[src/rtl/fifo_rd_packer.sv]
// Reads FIFO words one per cycle and packs PACK of them into a wide output word,
// with a flush path that emits a partially filled word, zero-padded.
module fifo_rd_packer #(
    parameter int unsigned DATA_WIDTH = 8,
    parameter int unsigned PACK       = 4
) (
    input  logic                         rd_clk,
    input  logic                         rd_rst,
    input  logic                         FIFO_empty,
    input  logic [DATA_WIDTH-1:0]        fifo_data,
    output logic                         rd_en,
    input  logic                         flush,
    output logic [DATA_WIDTH*PACK-1:0]   word_out,
    output logic [3:0]                   word_bytes,
    output logic                         word_valid,
    input  logic                         word_ready,
    output logic [15:0]                  words_sent
);

    localparam logic [1:0] ST_IDLE  = 2'd0;
    localparam logic [1:0] ST_FILL  = 2'd1;
    localparam logic [1:0] ST_FULL  = 2'd2;
    localparam logic [1:0] ST_FLUSH = 2'd3;

    localparam logic [3:0] PACK_CNT = 4'(PACK);

    logic [1:0]                 state_q, state_d;
    logic [3:0]                 cnt_q, cnt_d;
    logic                       inflight_q, inflight_d;
    logic [DATA_WIDTH*PACK-1:0] pack_q, pack_d;
    logic [DATA_WIDTH*PACK-1:0] word_out_q, word_out_d;
    logic [3:0]                 word_bytes_q, word_bytes_d;
    logic                       word_valid_q, word_valid_d;
    logic [15:0]                words_sent_q, words_sent_d;

    logic       flush_pending;
    logic       flush_pending_d;
    logic       out_free;
    logic       xfer;
    logic       flush_ready;
    logic       move;
    logic       flush_done;
    logic [4:0] fill_lvl;

    // The FLUSH state doubles as the flush_pending flag.
    assign flush_pending = (state_q == ST_FLUSH);
    assign out_free      = !word_valid_q || word_ready;
    assign xfer          = word_valid_q && word_ready;
    assign flush_ready   = flush_pending && !inflight_q;
    assign move          = out_free && ((cnt_q == PACK_CNT) || (flush_ready && (cnt_q != 4'd0)));
    assign flush_done    = flush_ready && (move || (cnt_q == 4'd0));
    assign fill_lvl      = {1'b0, cnt_q} + {4'b0000, inflight_q};

    // Reserving a slot for the in-flight word keeps the pack register from overflowing.
    assign rd_en = rd_rst && !FIFO_empty && !flush_pending && (fill_lvl < 5'(PACK));

    always_comb begin
        cnt_d        = cnt_q;
        pack_d       = pack_q;
        word_out_d   = word_out_q;
        word_bytes_d = word_bytes_q;
        word_valid_d = word_valid_q;
        words_sent_d = words_sent_q;
        inflight_d   = rd_en;

        if (inflight_q) begin
            for (int unsigned i = 0; i < PACK; i++) begin
                if (cnt_q == 4'(i)) begin
                    pack_d[i*DATA_WIDTH +: DATA_WIDTH] = fifo_data;
                end
            end
            cnt_d = cnt_q + 4'd1;
        end

        if (xfer) begin
            word_valid_d = 1'b0;
            words_sent_d = words_sent_q + 16'd1;
        end

        // A move never coincides with a landing: both full and flush moves imply no read in flight.
        if (move) begin
            word_out_d = '0;
            for (int unsigned i = 0; i < PACK; i++) begin
                if (4'(i) < cnt_q) begin
                    word_out_d[i*DATA_WIDTH +: DATA_WIDTH] = pack_q[i*DATA_WIDTH +: DATA_WIDTH];
                end
            end
            word_bytes_d = cnt_q;
            word_valid_d = 1'b1;
            pack_d       = '0;
            cnt_d        = '0;
        end
    end

    always_comb begin
        flush_pending_d = flush_pending ? !flush_done : flush;
        if (flush_pending_d) begin
            state_d = ST_FLUSH;
        end else if (cnt_d == 4'd0) begin
            state_d = ST_IDLE;
        end else if (cnt_d == PACK_CNT) begin
            state_d = ST_FULL;
        end else begin
            state_d = ST_FILL;
        end
    end

    always_ff @(posedge rd_clk or negedge rd_rst) begin
        if (!rd_rst) begin
            state_q      <= ST_IDLE;
            cnt_q        <= '0;
            inflight_q   <= 1'b0;
            pack_q       <= '0;
            word_out_q   <= '0;
            word_bytes_q <= '0;
            word_valid_q <= 1'b0;
            words_sent_q <= '0;
        end else begin
            state_q      <= state_d;
            cnt_q        <= cnt_d;
            inflight_q   <= inflight_d;
            pack_q       <= pack_d;
            word_out_q   <= word_out_d;
            word_bytes_q <= word_bytes_d;
            word_valid_q <= word_valid_d;
            words_sent_q <= words_sent_d;
        end
    end

    assign word_out   = word_out_q;
    assign word_bytes = word_bytes_q;
    assign word_valid = word_valid_q;
    assign words_sent = words_sent_q;

endmodule
[config.mk]
export PLATFORM = sky130hd
export DESIGN_NAME = fifo_rd_packer
export DESIGN_NICKNAME = d
export VERILOG_FILES = /design/src/rtl/fifo_rd_packer.sv
export SDC_FILE = /design/constraint.sdc
export NUM_CORES = 1
export LEC_CHECK = 0
export ABC_AREA = 1
export CAP_MARGIN = 10
export CELL_PAD_IN_SITES_DETAIL_PLACEMENT = 0
export CELL_PAD_IN_SITES_GLOBAL_PLACEMENT = 1
export CORE_ASPECT_RATIO = 0.8
export CORE_UTILIZATION = 35
export CTS_CLUSTER_DIAMETER = 40
export DETAILED_ROUTE_END_ITERATION = 8
export HOLD_SLACK_MARGIN = 0.06
export MAX_ROUTING_LAYER = met4
export PLACE_DENSITY_LB_ADDON = 0.1
export SYNTH_ARGS = -nofsm -noshare
export SYNTH_HDL_FRONTEND = slang
export SYNTH_SLANG_ARGS = --single-unit
[constraint.sdc]
create_clock -name rd_clk -period 1.6 [get_ports rd_clk]
set_input_delay 0.24 -clock rd_clk [delete_from_list [all_inputs] [get_ports rd_clk]]
set_output_delay 0.24 -clock rd_clk [all_outputs]
set_load 0.01 [all_outputs]
==> impl_results.md <==
* Clock tree root buffer cell: clkbuf_16
* Clk sinks at 92
* Leakage at 2.65 nW
* Post-synthesis cell type count at 28
* Main area contributors after synthesis: dfrtp_1 (58%), nand2_1 (14%), o21ai_1 (4.8%)
* Violation count after the first detailed-routing iteration at 168
* 1st-pass router iterations at 4
* Critical Path Most Common Cell: nand2_1
* Required arrival time at the worst endpoint at 1830 ps
* Net Count, Synth at 452
* Part of the Yosys area used for sequential elements at 57.9%
* Post-synthesis instance area at 3980 sq um
* Final worst path period share at 98.2%
* Initial Utilization at 36.2%
* Run status: finished clean
* Die area at 11800 sq um
* Clk network pwr share at 21.0%
* Number of maximum-capacitance constraint violations at 0
* CTS buffer count at 9
* Remaining max-slew budget at the tightest pin at 65.6%
* Vias per cell at 4.61
* Cell Rows at 34
* Power per cell area at 1970 nW/um^2
* Via count of the first global-routing pass at 3046
* Setup clock skew after layout at 4.79 ps
* Crit path largest cell delay at 390 ps
* Minimum clock period at 1570 ps
* Yosys synthesis warning count at 0
* Die Span X at 121 um
* Gate family responsible for the most delay along the worst path: simple AND/OR/NAND/NOR gates
* Maximum vdd drop at 0.890 mV
* Endpoint kind of the worst setup timing path: flop
* Top-area cell type share of the netlist area at 57.9%
* Number of remaining DRC errors at 0
* Highest fanout seen on the critical path at 7
* Ys async rst share at 100%
* Gp weighted congestion at 0.724
* Number of failing hold endpoints at the final stage at 0
* Arrival time worst endpoint at 1800 ps
* Number of nets in the final layout at 564
* CTS tree: yes
* Routed Wire Length at 9640 um
* Number of antenna repair diodes at 0
* Final number of max-transition violations at 0
* GRT Util Overall at 17.7%
* Share of post-route cells with drive strength above 1 at 21.1%
* Gate count after technology mapping at 433
* DP Wirelength at 6230 um
* Depth of the most critical reg-to-reg path at 8
* Int Pwr at 0.00703 W
* Area added between synthesis and finish at 41.1%
* Worst flop-to-flop path endpoint: state_q[1]
* Total global routing overflow at 0
* Standard cell with the maximum stage delay on the critical path: dfrtp_1
* Source of the worst hold timing path: rd_rst
* Proportion of power drawn by flip-flops and latches at 33.0%
* Number of failing setup endpoints in the final timing report at 0
* Setup repair after global routing missed its margin: yes
* Leading area contributor after synthesis: dfrtp_1
* Dpl ws at -278 ps
* Startpoint class of the critical path: flop
* List of cells traversed by the critical path: buf_4 > nor2_2 > nand2_2 > nand3_4 > buf_8 > o21ai_0 > nand2_1 > nand2_1
* Cell with the most instances after synthesis: nand2_1
* Overall power consumption at 0.0111 W
* Number of antenna violations at the first check in global routing at 0
* Worst Slack Setup Final at 28.9 ps
* Number of flops mapped to enable cells by yosys at 0
* Die Height at 97.3 um
* Number of synthesized register bits at 92
* Count of antenna-violating nets left after detailed routing at 0
* Clock-pin slew of the registers on the worst-case setup and hold paths at 70 ps
* Quantity of I/O buffers inserted on ports at 66
* Vias after detailed routing at 3196
* Crit Reg-Reg Startpoint: cnt_q[2]
* Slew at the pin with the worst max-slew slack at 517 ps
* Cell depth of the worst hold path at 4
* Part of the total power dissipated in combinational logic at 46.0%
* Top cell types by occurrence after synthesis: nand2_1 (144), dfrtp_1 (92), o21ai_1 (38), nor2_1 (28), inv_1 (26)
* Reg-to-reg slack, setup at 30 ps
* Largest buffer count on any clock path at 2
* Detailed-route wire length per cell at 13.9 um
* Most used DFF post-synth: dfrtp_1
* Source-to-sink clock delay at the later pin of the worst-skew pair at 340 ps
* Capture endpoint of the worst hold path: inflight_q
* Type of the tightest min-delay check: primary input to flop
* Pin count of the biggest net entering global routing at 93
* First-pass GRT wire length at 15500 um
* Fraction of power spent switching nets at 36.6%
* Switching Power at 0.00405 W
* Number of primary I/O pins at 67
* Buffers & Inverters on Critical Path at 2
* Maximum level of the CTS H-tree at 3
* Core region area at 11000 sq um
* Achievable clock frequency at 0.637 GHz
* Critical path class: flop to flop
* Average instance area after synthesis at 9.18 sq um
-- layout by cell type, fill, tap and decap left out, types with 3 or more instances in the layout --
| master | netlist | layout |
|---|---|---|
| nand2_1 | 144 | 136 |
| dfrtp_1 | 92 | 89 |
| clkdlybuf4s50_1 | 0 | 63 |
| o21ai_1 | 38 | 43 |
| buf_4 | 2 | 36 |
| nor2_1 | 28 | 25 |
| inv_1 | 26 | 24 |
| nand2_2 | 13 | 19 |
| nand3_1 | 14 | 14 |
| clkbuf_16 | 0 | 14 |
| o21ai_0 | 18 | 11 |
| xor2_1 | 9 | 9 |
| o21ai_2 | 6 | 8 |
| nor2_2 | 3 | 6 |
| inv_2 | 5 | 4 |
| ha_1 | 6 | 4 |
| buf_12 | 0 | 4 |
| inv_4 | 0 | 3 |
| nand4_1 | 3 | 3 |
| nor3_1 | 3 | 3 |
| xnor2_1 | 3 | 3 |
| dfrtp_2 | 0 | 3 |
-- state kept, by name, indices dropped and copies added (netlist names) --
| name | count |
|---|---|
| word_out | 32 |
| pack_q | 32 |
| word_valid | 1 |
| cnt_q | 4 |
| inflight_q | 1 |
| words_sent | 16 |
| state_q | 2 |
| word_bytes | 4 |
-- how the worst max path moves through the flow --
| stage | startpoint | end | slack [ps] | depth (start not counted) |
|---|---|---|---|---|
| floorplan | cnt_q[1] | word_out[22] | 110 | 9 |
| global placement | FIFO_empty | rd_en | -220 | 4 |
| detailed placement | FIFO_empty | rd_en | -280 | 4 |
| CTS | inflight_q | rd_en | -10 | 3 |
| global route | cnt_q[2] | state_q[1] | -30 | 8 |
| finish | cnt_q[2] | state_q[1] | 30 | 8 |
-- power by group through the flow --
stage	Sequential (W)	Clock (W)	Combinational (W)
after floorplan	0.00378	0	0.00248
after global placement	0.00367	0	0.00420
after detailed placement	0.00368	0	0.00425
after CTS	0.00365	0.00239	0.00436
after global routing	0.00375	0.00249	0.00566
final	0.00365	0.00233	0.00509
-- what timing repair did --
item / 4_1_cts / 5_1_grt
pin swaps: 3 / 6
buffers inserted: 5 / 6
cloned: 0 / 7
endpoints found under the hold margin: 92 / 0
endpoints found under the setup margin: 36 / 64
hold buffers: 1 / 0
gates resized for setup: 14 / 30
-- stage by stage --
step | instance area, sq um | util (%) | hold slack [ps] | cells | TNS (ps)
5_1_grt | 5610 | 51.1 | 328 | 694 | -265
3_3_place_gp | 4960 | 45.2 | 369 | 659 | -4740
4_1_cts | 5350 | 48.7 | 318 | 681 | -10.1
3_5_place_dp | 4960 | 45.2 | 369 | 659 | -5350
6_report | 5610 | 51.1 | 328 | 694 | 0
2_1_floorplan | 3980 | - | -55.6 | 433 | 0
-- per-layer routing --
metal	global-route usage, %	part of all wire [%]	vias up
li1	-	-	1596
met1	26.0	53	1529
met2	23.7	42	55
met3	4.52	3.6	16
met4	5.70	1.3	0
met5	-	0	-
-- worst register-to-register path: cells and delay by family, from the launching register on --
| family | cells | cell delay, ps |
|---|---|---|
| and+or+nand+nor | 5 | 600 |
| DFF | 1 | 390 |
| buffers and inverters | 2 | 330 |
| AOI/OAI and AO/OA | 1 | 150 |
-- cells by family after synthesis --
group                    after synthesis  share of synthesized area, %
buffers and inverters                 45                          6.17
AO/OA/AOI/OAI                         66                          8.97
adder cells (fa/ha/maj)                6                          1.89
XOR/XNOR                              12                          2.64
AND/OR/NAND/NOR                      212                          22.4
flip-flops                            92                          57.9
-- area by class of cell --
cell class                 instances  area (sq um)
fill                            1051          5370
sequential                        92          2310
multi-input combinational        297          1500
timing repair buffer             114          1170
clock buffer                      10           239
tap                              144           180
inverter                          31           124
clock inverter                     6          86.3
Note: power is estimated with default switching activity, not from simulation.
